===== src/rtl/svcs_trnx_arbiter.sv =====
// svcs_trnx_arbiter: round-robin arbiter framing a 4-word header plus payload per grant onto one stream; define SVCS_TRNX_TIMEOUT_EN for the payload stall timeout
module svcs_trnx_arbiter #(
  parameter int N_REQ       = 4,
  parameter int DATA_W      = 32,
  parameter int MAX_PAYLOAD = 4096,
  parameter int LEN_W       = 13,
  parameter int TIMEOUT_CYC = 256
) (
  input  logic                      clk,
  input  logic                      rst_n,
  input  logic [N_REQ-1:0]          req_valid,
  input  logic [N_REQ*DATA_W-1:0]   req_type,
  input  logic [N_REQ*LEN_W-1:0]    req_len,
  output logic [N_REQ-1:0]          req_grant,
  output logic [N_REQ-1:0]          req_done,
  input  logic [N_REQ-1:0]          pld_valid,
  input  logic [N_REQ*DATA_W-1:0]   pld_data,
  output logic [N_REQ-1:0]          pld_ready,
  output logic                      out_valid,
  output logic [DATA_W-1:0]         out_data,
  output logic                      out_last,
  input  logic                      out_ready,
  output logic                      busy,
  output logic                      err_len,
  output logic [DATA_W-1:0]         trnx_id
);
  localparam int IW = (N_REQ > 1) ? $clog2(N_REQ) : 1;
  typedef enum logic [2:0] {IDLE, ARB, HDR, PLD, DONE, ERR} state_t;
  state_t state, state_nx;
  logic [IW-1:0] ptr, g, pick;
  logic found, bad, hs, pad, to_err, pv;
  logic [DATA_W-1:0] typ, pd, hdr;
  logic [LEN_W-1:0] len, cnt, lsel;
  logic [1:0] w;
  logic [N_REQ-1:0] oh;
  always_comb begin
    pick = ptr;
    found = 1'b0;
    for (int k = 0; k < N_REQ; k++) begin
      if (!found && req_valid[IW'((int'(ptr) + k) % N_REQ)]) begin
        found = 1'b1;
        pick = IW'((int'(ptr) + k) % N_REQ);
      end
    end
  end
  assign lsel = req_len[pick*LEN_W +: LEN_W];
  assign bad = lsel == '0 || lsel > LEN_W'(MAX_PAYLOAD);
  assign oh = N_REQ'(1) << g;
  assign pv = pld_valid[g];
  assign pd = pld_data[g*DATA_W +: DATA_W];
  assign hdr = w == 2'd0 ? typ : w == 2'd1 ? trnx_id : w == 2'd2 ? DATA_W'(g) : DATA_W'(len);
  assign out_valid = state == HDR || (state == PLD && (pad || pv));
  assign out_data = state == HDR ? hdr : (state == PLD && !pad) ? pd : '0;
  assign out_last = state == PLD && out_valid && cnt == LEN_W'(1);
  assign hs = out_valid && out_ready;
  assign req_grant = (state == HDR || state == PLD) ? oh : '0;
  assign req_done = (state == DONE || state == ERR) ? oh : '0;
  assign pld_ready = (state == PLD && !pad && out_ready) ? oh : '0;
  assign busy = state != IDLE;
  assign err_len = state == ERR || to_err;
  always_comb begin
    state_nx = state;
    case (state)
      IDLE: state_nx = |req_valid ? ARB : IDLE;
      ARB:  state_nx = !found ? IDLE : bad ? ERR : HDR;
      HDR:  state_nx = (hs && w == 2'd3) ? PLD : HDR;
      PLD:  state_nx = (hs && cnt == LEN_W'(1)) ? DONE : PLD;
      default: state_nx = IDLE;
    endcase
  end
  always_ff @(posedge clk or negedge rst_n) begin
    if (!rst_n) begin
      state <= IDLE;
      ptr <= '0;
      g <= '0;
      typ <= '0;
      len <= '0;
      cnt <= '0;
      w <= '0;
      trnx_id <= '0;
    end else begin
      state <= state_nx;
      if (state == ARB && found) begin
        g <= pick;
        ptr <= (pick == IW'(N_REQ - 1)) ? '0 : pick + 1'b1;
        typ <= req_type[pick*DATA_W +: DATA_W];
        len <= lsel;
      end
      if (state == HDR && hs) w <= w + 1'b1;
      if (state == HDR && hs && w == 2'd3) cnt <= len;
      if (state == PLD && hs) cnt <= cnt - 1'b1;
      if (state == DONE) trnx_id <= trnx_id + 1'b1;
    end
  end
`ifdef SVCS_TRNX_TIMEOUT_EN
  localparam int SW = $clog2(TIMEOUT_CYC + 1);
  logic [SW-1:0] stall;
  logic pad_q, to_err_q;
  assign pad = pad_q;
  assign to_err = to_err_q;
  always_ff @(posedge clk or negedge rst_n) begin
    if (!rst_n) begin
      stall <= '0;
      pad_q <= 1'b0;
      to_err_q <= 1'b0;
    end else begin
      to_err_q <= 1'b0;
      if (state != PLD) begin
        stall <= '0;
        pad_q <= 1'b0;
      end else if (!pad_q) begin
        if (pv) stall <= '0;
        else if (stall == SW'(TIMEOUT_CYC - 1)) begin
          pad_q <= 1'b1;
          to_err_q <= 1'b1;
        end else stall <= stall + 1'b1;
      end
    end
  end
`else
  assign pad = 1'b0;
  assign to_err = 1'b0;
`endif
endmodule

===== config.mk =====
export PLATFORM = sky130hd
export DESIGN_NAME = svcs_trnx_arbiter
export DESIGN_NICKNAME = d
export VERILOG_FILES = /design/src/rtl/svcs_trnx_arbiter.sv
export SDC_FILE = /design/constraint.sdc
export NUM_CORES = 1
export LEC_CHECK = 0
export ABC_AREA = 1
export CORE_AREA = 2 2 156 158
export DETAILED_ROUTE_END_ITERATION = 10
export DIE_AREA = 0 0 158 160
export GPL_TIMING_DRIVEN = 0
export HOLD_SLACK_MARGIN = 0.05
export PLACE_DENSITY = 0.76
export RECOVER_POWER = 50
export SLEW_MARGIN = 20
export SYNTH_ARGS = -nofsm -noshare
export SYNTH_HDL_FRONTEND = slang
export SYNTH_SLANG_ARGS = --single-unit

===== constraint.sdc =====
create_clock -name clk -period 3.14 [get_ports clk]
set_clock_uncertainty 0.05 [all_clocks]
set_input_delay 0.314 -clock clk [delete_from_list [all_inputs] [get_ports clk]]
set_output_delay 0.314 -clock clk [all_outputs]
set_load 0.01 [all_outputs]

# Word level (Yosys, flattened, before mapping)

Cells that the tools add are included.

Output and inout bits: 80
Bits in read-only memories: 0
Logic and storage cells: 101
RAM bits: 0
Memories kept: 0
Latch bits: 0
Register bits: 99

Multiplexer cells: 38
Equal/unequal tests: 10
Bitwise operators: 0
Magnitude comparators: 6
Shifts and indexed selects: 4
$mul: 1
Reduce and logical (&&, ||, !) cells: 27
Add/subtract/negate cells: 7
Div/mod/pow operators: 0

Operator list:

| kind                    | count |
|---|---|
| $shiftx A128 B8 Y32     | 2 |
| $mux W32                | 4 |
| $shiftx A52 B7 Y13      | 1 |
| $mux W13                | 3 |
| $add A32 B1 Y32 const B | 1 |
| $lt A2 B4 Y1 const B    | 4 |
| $mux W1                 | 15 |
| $logic_and A1 B1 Y1     | 14 |
| $eq A13 B1 Y1 const B   | 1 |
| $gt A13 B13 Y1 const B  | 1 |
| $logic_not A13 Y1       | 1 |
| $sub A13 B1 Y13 const B | 1 |
| $mux W4                 | 3 |
| $pmux W3 S4             | 1 |
| $bmux W1 S2             | 5 |
| $mux W3                 | 3 |
| $mux W2                 | 4 |
| $add A2 B1 Y2 const B   | 3 |
| $eq A2 B2 Y1 const B    | 3 |
| $eq A3 B2 Y1 const B    | 2 |
| $eq A3 B3 Y1 const B    | 2 |
| $mul A2 B4 Y6 const B   | 1 |
| $add A2 B2 Y2 const B   | 2 |
| $logic_or A1 B1 Y1      | 4 |
| 10 further kinds        | 12 |

# Longest topological paths before layout

Gate-level depths: netlist of run 1.

Word-level depth: 20
Gate-level depth with buffers: 23

# Worst setup path before layout of run 1

No wires, ideal clock.

Path kind: flip-flop to flip-flop
Start point: register trnx_id[0]
End point: register trnx_id[26]
Period minus slack after synthesis: 2.277 ns
Library setup time: 0.123 ns
Data arrival time: 2.103 ns
Setup slack: 0.863 ns
Cell stages (with the launch flop): 12
Path buffers: 0
Cells stage by stage: dfrtp_1 > ha_1 > inv_1 > nor4_4 > nand3_1 > nor2_2 > nand3b_1 > nor2_2 > nand4_1 > nor3_2 > nand3_1 > xor2_1

Cells in the longest elaborated chain, start to end: 1

RTL lines:

| item                   | line | RTL |
|---|---|---|
| from (decl)            | 25   | `output logic [DATA_W-1:0] trnx_id` |
| from (signal assigned) | 92   | `if (state == DONE) trnx_id <= trnx_id + 1'b1;` |
| $add A32 B1 Y32        | 92   |  |

No other way between the ends.
A chain may end at the register's enable or synchronous reset.

# Worst setup path in the final report of run 1

Start point: register g[1]
End point: output out_data[0]

Cells in the longest elaborated chain, start to end: 3

RTL lines:

| item                   | line | RTL |
|---|---|---|
| from (decl)            | 30   | `logic [IW-1:0] ptr, g, pick;` |
| from (signal assigned) | 84   | `g <= pick;` |
| $shiftx A128 B8 Y32    | 50   | `assign pd = pld_data[g*DATA_W +: DATA_W];` |
| $mux W32 (2 in series) | 53   | `assign out_data = state == HDR ? hdr : (state == PLD && !pad) ? pd : '0;` |
| to (decl)              | 20   | `output logic [DATA_W-1:0] out_data,` |

No other way between the ends.

==> reports/results.tsv, run 1 <==
metric	value	unit
Final Non-Filler Cells	1980	
placed cells	1962	
vias in the first global route	10100	
post-synthesis cell type count	43	
Data arrival, critical path	2650	ps
worst vdd ir	491	uV
Setup crit start kind	flip-flop	
critical path class	flip-flop to output pin	
clk buf depth	2	
Vias	10500	
final slew viol count	37	
commonest non-fill, non-tap cell in the layout	clkdlybuf4s50_1	
mux cell area share after synthesis	0	
Max-Cap Viols	1	
Tmin final	3010	ps
synthesis-stage register bit count	99	
largest net degree at the start of global routing	64	
Rel. slew slack	-0.410	
share of cells above drive strength 1	0.0616	
Crit-path slowest cell	clkdlybuf4s50_1	
Avg Inst Size Synth	6.44	sq um
final hold violation count	0	
Starting Density	0.335	
most frequent cells in the layout	clkdlybuf4s50_1, nand2_1, nor2_1	
Clk Tree Root Cell	clkbuf_16	
drt pass-1 iters	5	
Clock transition at path regs	70	ps
overall die width	158	um
Power Total	12100	uW
die area	0.0253	sq mm
Netlist Area Pre-Place	0.00798	sq mm
DIE HEIGHT	160	um
top cell type by total area after synthesis	dfrtp_1	
Critical Path RT	2780	ps
Crit path max-delay family	buffers and inverters	
Fmax	332	MHz
Post-Route WL	37.1	mm
setup slack at placement	-208	ps
CTS tree	done	
drc violations	0	
top cells by area, synth	dfrtp_1, nand3_1, nand2_1	
Buf/Inv on CP	3	
Via density	5.31	
XOR/XNOR share of the synthesized area	0.0307	
slew of the pin with the lowest slew margin	2120	ps
number of synthesis warnings	0	
LEAKAGE	0.00548	uW
Async SR Flop Fraction	1.00	
fraction of the mapped netlist area in simple logic gates	0.375	
Worst path most repeated cell	nand3_1	
HPWL Detailed	30.8	mm
Final #Nets	1977	
Core ar.	0.0238	sq mm
Clk Latency, worst-skew pair	350	ps
first-pass GRT wire length	54.7	mm
final worst setup slack	127	ps
count of final setup violators	0	
CP max stage delay	670	ps
failing checks	max-capacitance violations, max-slew violations	
CTS buffer count	9	
pwr dens	948	mW/mm^2
largest family of logic cells by synthesized area	simple AND/OR/NAND/NOR gates	
final estimated routing congestion in global placement	0.964	
post-route antenna net violation count	0	
Syn Inst Count	1239	
Synth Net Count	1566	
final period utilization	0.960	
Layout Utilization	0.536	
top cell type's share of synthesized area	0.311	
synthesis-to-layout area growth	60.1	%
Top FF cell, synth	dfrtp_1	
antenna violations before repair	1	
number of synthesized flops with an enable pin	0	
Crit Path Max Fanout	10	
Clock H-tree levels	3	
final worst hold slack	431	ps
Num Clock Sinks	99	
status	finished, violations left	
Placement Rows	57	
gr usage total	0.283	
adder-cell share of the synthesized area	0.0126	
grt ovf	0	
I/O pin count	399	
port buffer count	398	
RSZ-0062 raised after global routing	no	
Synth Area in Compound Gates	0.187	
1st-iter DRT viols	859	
post-synthesis sequential area ratio	0.311	
wire per inst	18.7	um
kind of end point of the critical path	output pin	
Hold Crit Class	flip-flop to flip-flop	
CP cell instances	inv_2 -> clkbuf_1 -> nand3_1 -> nand3_1 -> nand2_1 -> o21ai_0 -> clkdlybuf4s50_1	
-- Yosys cell counts (all sizes together), types with 7 or more instances --
master / count
nand2: 232
nor2: 216
nand3: 185
o21ai: 147
dfrtp: 99
inv: 74
clkbuf: 56
a22oi: 34
a31oi: 31
nor3: 29
a21oi: 28
buf: 27
xor2: 27
nand4: 9
ha: 8
nor4: 7
-- sequential cells by signal, indices dropped and copies added, names as in the netlist --
| signal | count |
|---|---|
| len | 13 |
| trnx_id | 32 |
| g | 2 |
| ptr | 2 |
| typ | 32 |
| cnt | 13 |
| state | 3 |
| w | 2 |
-- routing by layer --
layer	part of all wire	wire (um)	track usage	vias to the layer above
met1	0.41	15400	0.358	4948
met4	0.032	1180	0.0950	0
li1	-	-	-	5031
met5	0	0	0	-
met2	0.47	17400	0.471	483
met3	0.084	3130	0.0692	60
-- logic make-up (layout without fill, tap and decap cells) --
kind of cell,Yosys count,count (layout)
compound gates,262,262
flops,99,99
xor+xnor,28,28
fa+ha+maj,8,8
simple gates,682,682
buf+inv,160,576
other cells,0,1
-- path summary, 6_finish.rpt --
path	startpoint	end	slack, ps	cells past startpoint
worst max register to register	state[0]	trnx_id[30]	300	11
min in group asynchronous	rst_n	len[7]	1050	2
worst min-delay path	typ[27]	typ[27]	430	2
max in group asynchronous	rst_n	typ[11]	760	2
worst min register to register	typ[27]	typ[27]	430	2
worst max-delay path	g[1]	out_data[0]	130	7
-- metrics by stage --
stage	instance area [sq um]	setup TNS [ps]
after floorplan	7980	0
after global placement	12400	-201780
after detailed placement	12400	-1930
after CTS	12700	0
after global routing	12800	0
final	12800	0
-- layout make-up --
type	instances	area, sq um
well taps	324	405
inverters	77	297
fillers	2380	11000
clock inverters	6	48.8
plain buffers	81	405
multi-input cells	980	4860
diodes	1	2.50
repair buffers	402	4040
clock buffers	10	229
flip-flops and latches	99	2480
-- power by group --
| part | switching (uW) | internal [uW] |
|---|---|---|
| Combinational | 5720 | 3090 |
| Clock | 523 | 548 |
| Sequential | 488 | 1740 |
-- what timing repair did --
action,CTS,global route
endpoints found under the setup margin,39,33
hold buffers,1,0
setup buffers,0,2
pin swaps,0,0
gates resized for setup,24,45
hold endpoints to repair,36,0
-- worst min-delay path, cell delays in order (launching register included) --
cell and delay (ps):
dfrtp_1 340, nand2_1 60, nand2_1 50
Note: power is estimated with default switching activity, not from simulation.
==> inputs of run 2 (changes only) <==
--- a/config.mk
+++ b/config.mk
@@ -6,6 +6,7 @@
 export NUM_CORES = 1
 export LEC_CHECK = 0
 export ABC_AREA = 1
+export CAP_MARGIN = 20
 export CORE_AREA = 2 2 156 158
 export DETAILED_ROUTE_END_ITERATION = 10
 export DIE_AREA = 0 0 158 160
==> results of run 2 <==
Final layout, timing and power as in run 1 (identical DEF).
==> inputs of run 3 (changes only) <==
--- a/config.mk
+++ b/config.mk
@@ -7,12 +7,12 @@
 export LEC_CHECK = 0
 export ABC_AREA = 1
 export CAP_MARGIN = 20
-export CORE_AREA = 2 2 156 158
+export CORE_AREA = 3 3 152 154
 export DETAILED_ROUTE_END_ITERATION = 10
-export DIE_AREA = 0 0 158 160
+export DIE_AREA = 0 0 155 157
 export GPL_TIMING_DRIVEN = 0
 export HOLD_SLACK_MARGIN = 0.05
-export PLACE_DENSITY = 0.76
+export PLACE_DENSITY = 0.8
 export RECOVER_POWER = 50
 export SLEW_MARGIN = 20
 export SYNTH_ARGS = -nofsm -noshare
==> reports/results.tsv, run 3 (synthesis results as in run 1) <==
metric	value	unit
CP cell instances	inv_1 -> ha_4 -> clkinv_2 -> clkbuf_2 -> nor3_1 -> a21oi_1 -> o21ai_0 -> clkdlybuf4s50_1	
Fmax	326	MHz
overall die width	155	um
die area	0.0243	sq mm
final slew viol count	0	
pwr dens	946	mW/mm^2
synthesis-to-layout area growth	58.6	%
CTS tree	done	
Critical Path RT	2780	ps
post-route antenna net violation count	0	
CP max stage delay	630	ps
I/O pin count	399	
share of cells above drive strength 1	0.0600	
CTS buffer count	9	
grt ovf	0	
final estimated routing congestion in global placement	0.974	
antenna violations before repair	0	
kind of end point of the critical path	output pin	
Hold Crit Class	flip-flop to flip-flop	
RSZ-0062 raised after global routing	no	
Post-Route WL	37.1	mm
largest net degree at the start of global routing	54	
status	finished clean	
Clk Latency, worst-skew pair	360	ps
Largest regs	trnx_id: 32 flops, typ: 32 flops	
Layout Utilization	0.580	
# Post-CTS Setup Buffers	0	
count of final setup violators	0	
worst reg-to-reg setup slack	270	ps
Clock H-tree levels	3	
register area	0.00248	sq mm
gr usage total	0.284	
Crit-path slowest cell	clkdlybuf4s50_1	
Via density	5.48	
final period utilization	0.978	
hold path start	typ[27]	
Core ar.	0.0218	sq mm
Rel. slew slack	0.196	
clk buf depth	2	
critical path class	flip-flop to output pin	
multi-input logic area	0.00487	sq mm
Final #Nets	1973	
final hold violation count	0	
HPWL Detailed	30.9	mm
Crit Path Max Fanout	10	
Data arrival, critical path	2710	ps
Crit path max-delay family	buffers and inverters	
Power Total	12000	uW
Setup crit start kind	flip-flop	
Starting Density	0.365	
Max-Cap Viols	0	
placed inst area	0.0123	sq mm
Final Non-Filler Cells	1930	
worst reg2reg startpoint	state[0]	
Clock transition at path regs	60	ps
drt pass-1 iters	7	
Crit path depth	8	
most frequent cells in the layout	clkdlybuf4s50_1, nand2_1, nor2_1	
Tmin final	3070	ps
R2R depth	11	
Buf/Inv on CP	4	
LEAKAGE	0.00542	uW
worst vdd ir	760	uV
Hold Crit Endpoint	typ[27]	
design area	0.0126	sq mm
port buffer count	398	
hold path depth	2	
Placement Rows	54	
placed cells	1918	
drc violations	0	
Num Clock Sinks	99	
Fill cells	2068	
commonest non-fill, non-tap cell in the layout	clkdlybuf4s50_1	
wire per inst	19.2	um
first-pass GRT wire length	54.1	mm
reg-to-reg endpoint	trnx_id[29]	
DIE HEIGHT	157	um
slew of the pin with the lowest slew margin	1210	ps
ant diodes	0	
1st-iter DRT viols	964	
Clk Tree Root Cell	clkbuf_16	
vias in the first global route	9930	
Vias	10600	
-- run 3: cell count changes in the layout (fill, tap and decap cells not counted), sizes merged --
cell / previous run / this run
inv: 78 / 74
clkinvlp: 1 / 2
diode: 1 / 0
buf: 31 / 28
clkdlybuf4s50: 365 / 367
clkbuf: 64 / 65
dlymetal6s2s: 5 / 3
-- run 3: what timing repair did --
item                                    CTS  global route
hold endpoints to repair                 46             0
endpoints found under the setup margin   38            37
hold buffers                              1             0
resized for setup                        22            30
-- run 3: worst max-delay path by stage --
| stage | slack, ps | end | start |
|---|---|---|---|
| 6_report | 70 | out_data[23] | w[1] |
| 5_1_grt | 1 | out_data[31] | w[1] |
| 4_1_cts | -0.9 | out_data[12] | state[2] |
| 3_5_place_dp | -160 | out_data[23] | w[1] |
| 3_3_place_gp | -2070 | typ[7] | rst_n |
| 2_1_floorplan | 860 | trnx_id[26] | trnx_id[0] |
-- run 3: layout make-up --
class / instances / area share
clock buffer: 12 / 0.0195
timing repair buffer: 400 / 0.316
sequential: 99 / 0.196
inverter: 77 / 0.0237
buffer: 79 / 0.0309
clock inverter: 3 / 0.00119
tap: 280 / 0.0277
multi-input combinational: 980 / 0.385
-- run 3: worst register-to-register path, cell delays in order (launching register included) --
cell     delay [ps]
dfrtp_1         410
inv_1           230
nand3_4         200
nor2_2          170
nand2_1         110
nor3_2          200
nand4_1         240
nor3_2          270
nand4_1         240
nor3_2          310
nand4_1         160
xor2_1          170
-- run 3: per-layer routing --
layer  up-vias  track usage  share of wire
li1       5024            -              -
met1      4906        0.349           0.39
met2       570        0.495           0.48
met3        67       0.0748          0.097
met4         0       0.0791          0.026
met5         -            0              0
-- run 3: stage by stage --
| stage | hold slack, ps | setup slack (ps) | TNS [ps] |
|---|---|---|---|
| 5_1_grt | 474 | 1.19 | 0 |
| 4_1_cts | 443 | -0.852 | -0.852 |
| 2_1_floorplan | -31.6 | 863 | 0 |
| 3_5_place_dp | 228 | -155 | -864 |
| 3_3_place_gp | 415 | -2070 | -204920 |
| 6_report | 444 | 68.1 | 0 |
-- run 3: where the power goes --
group / switching [uW] / internal, uW / total, uW
registers: 485 / 1740 / 2220
clock network: 474 / 551 / 1030
logic: 5640 / 3080 / 8720
total: 6600 / 5370 / 12000
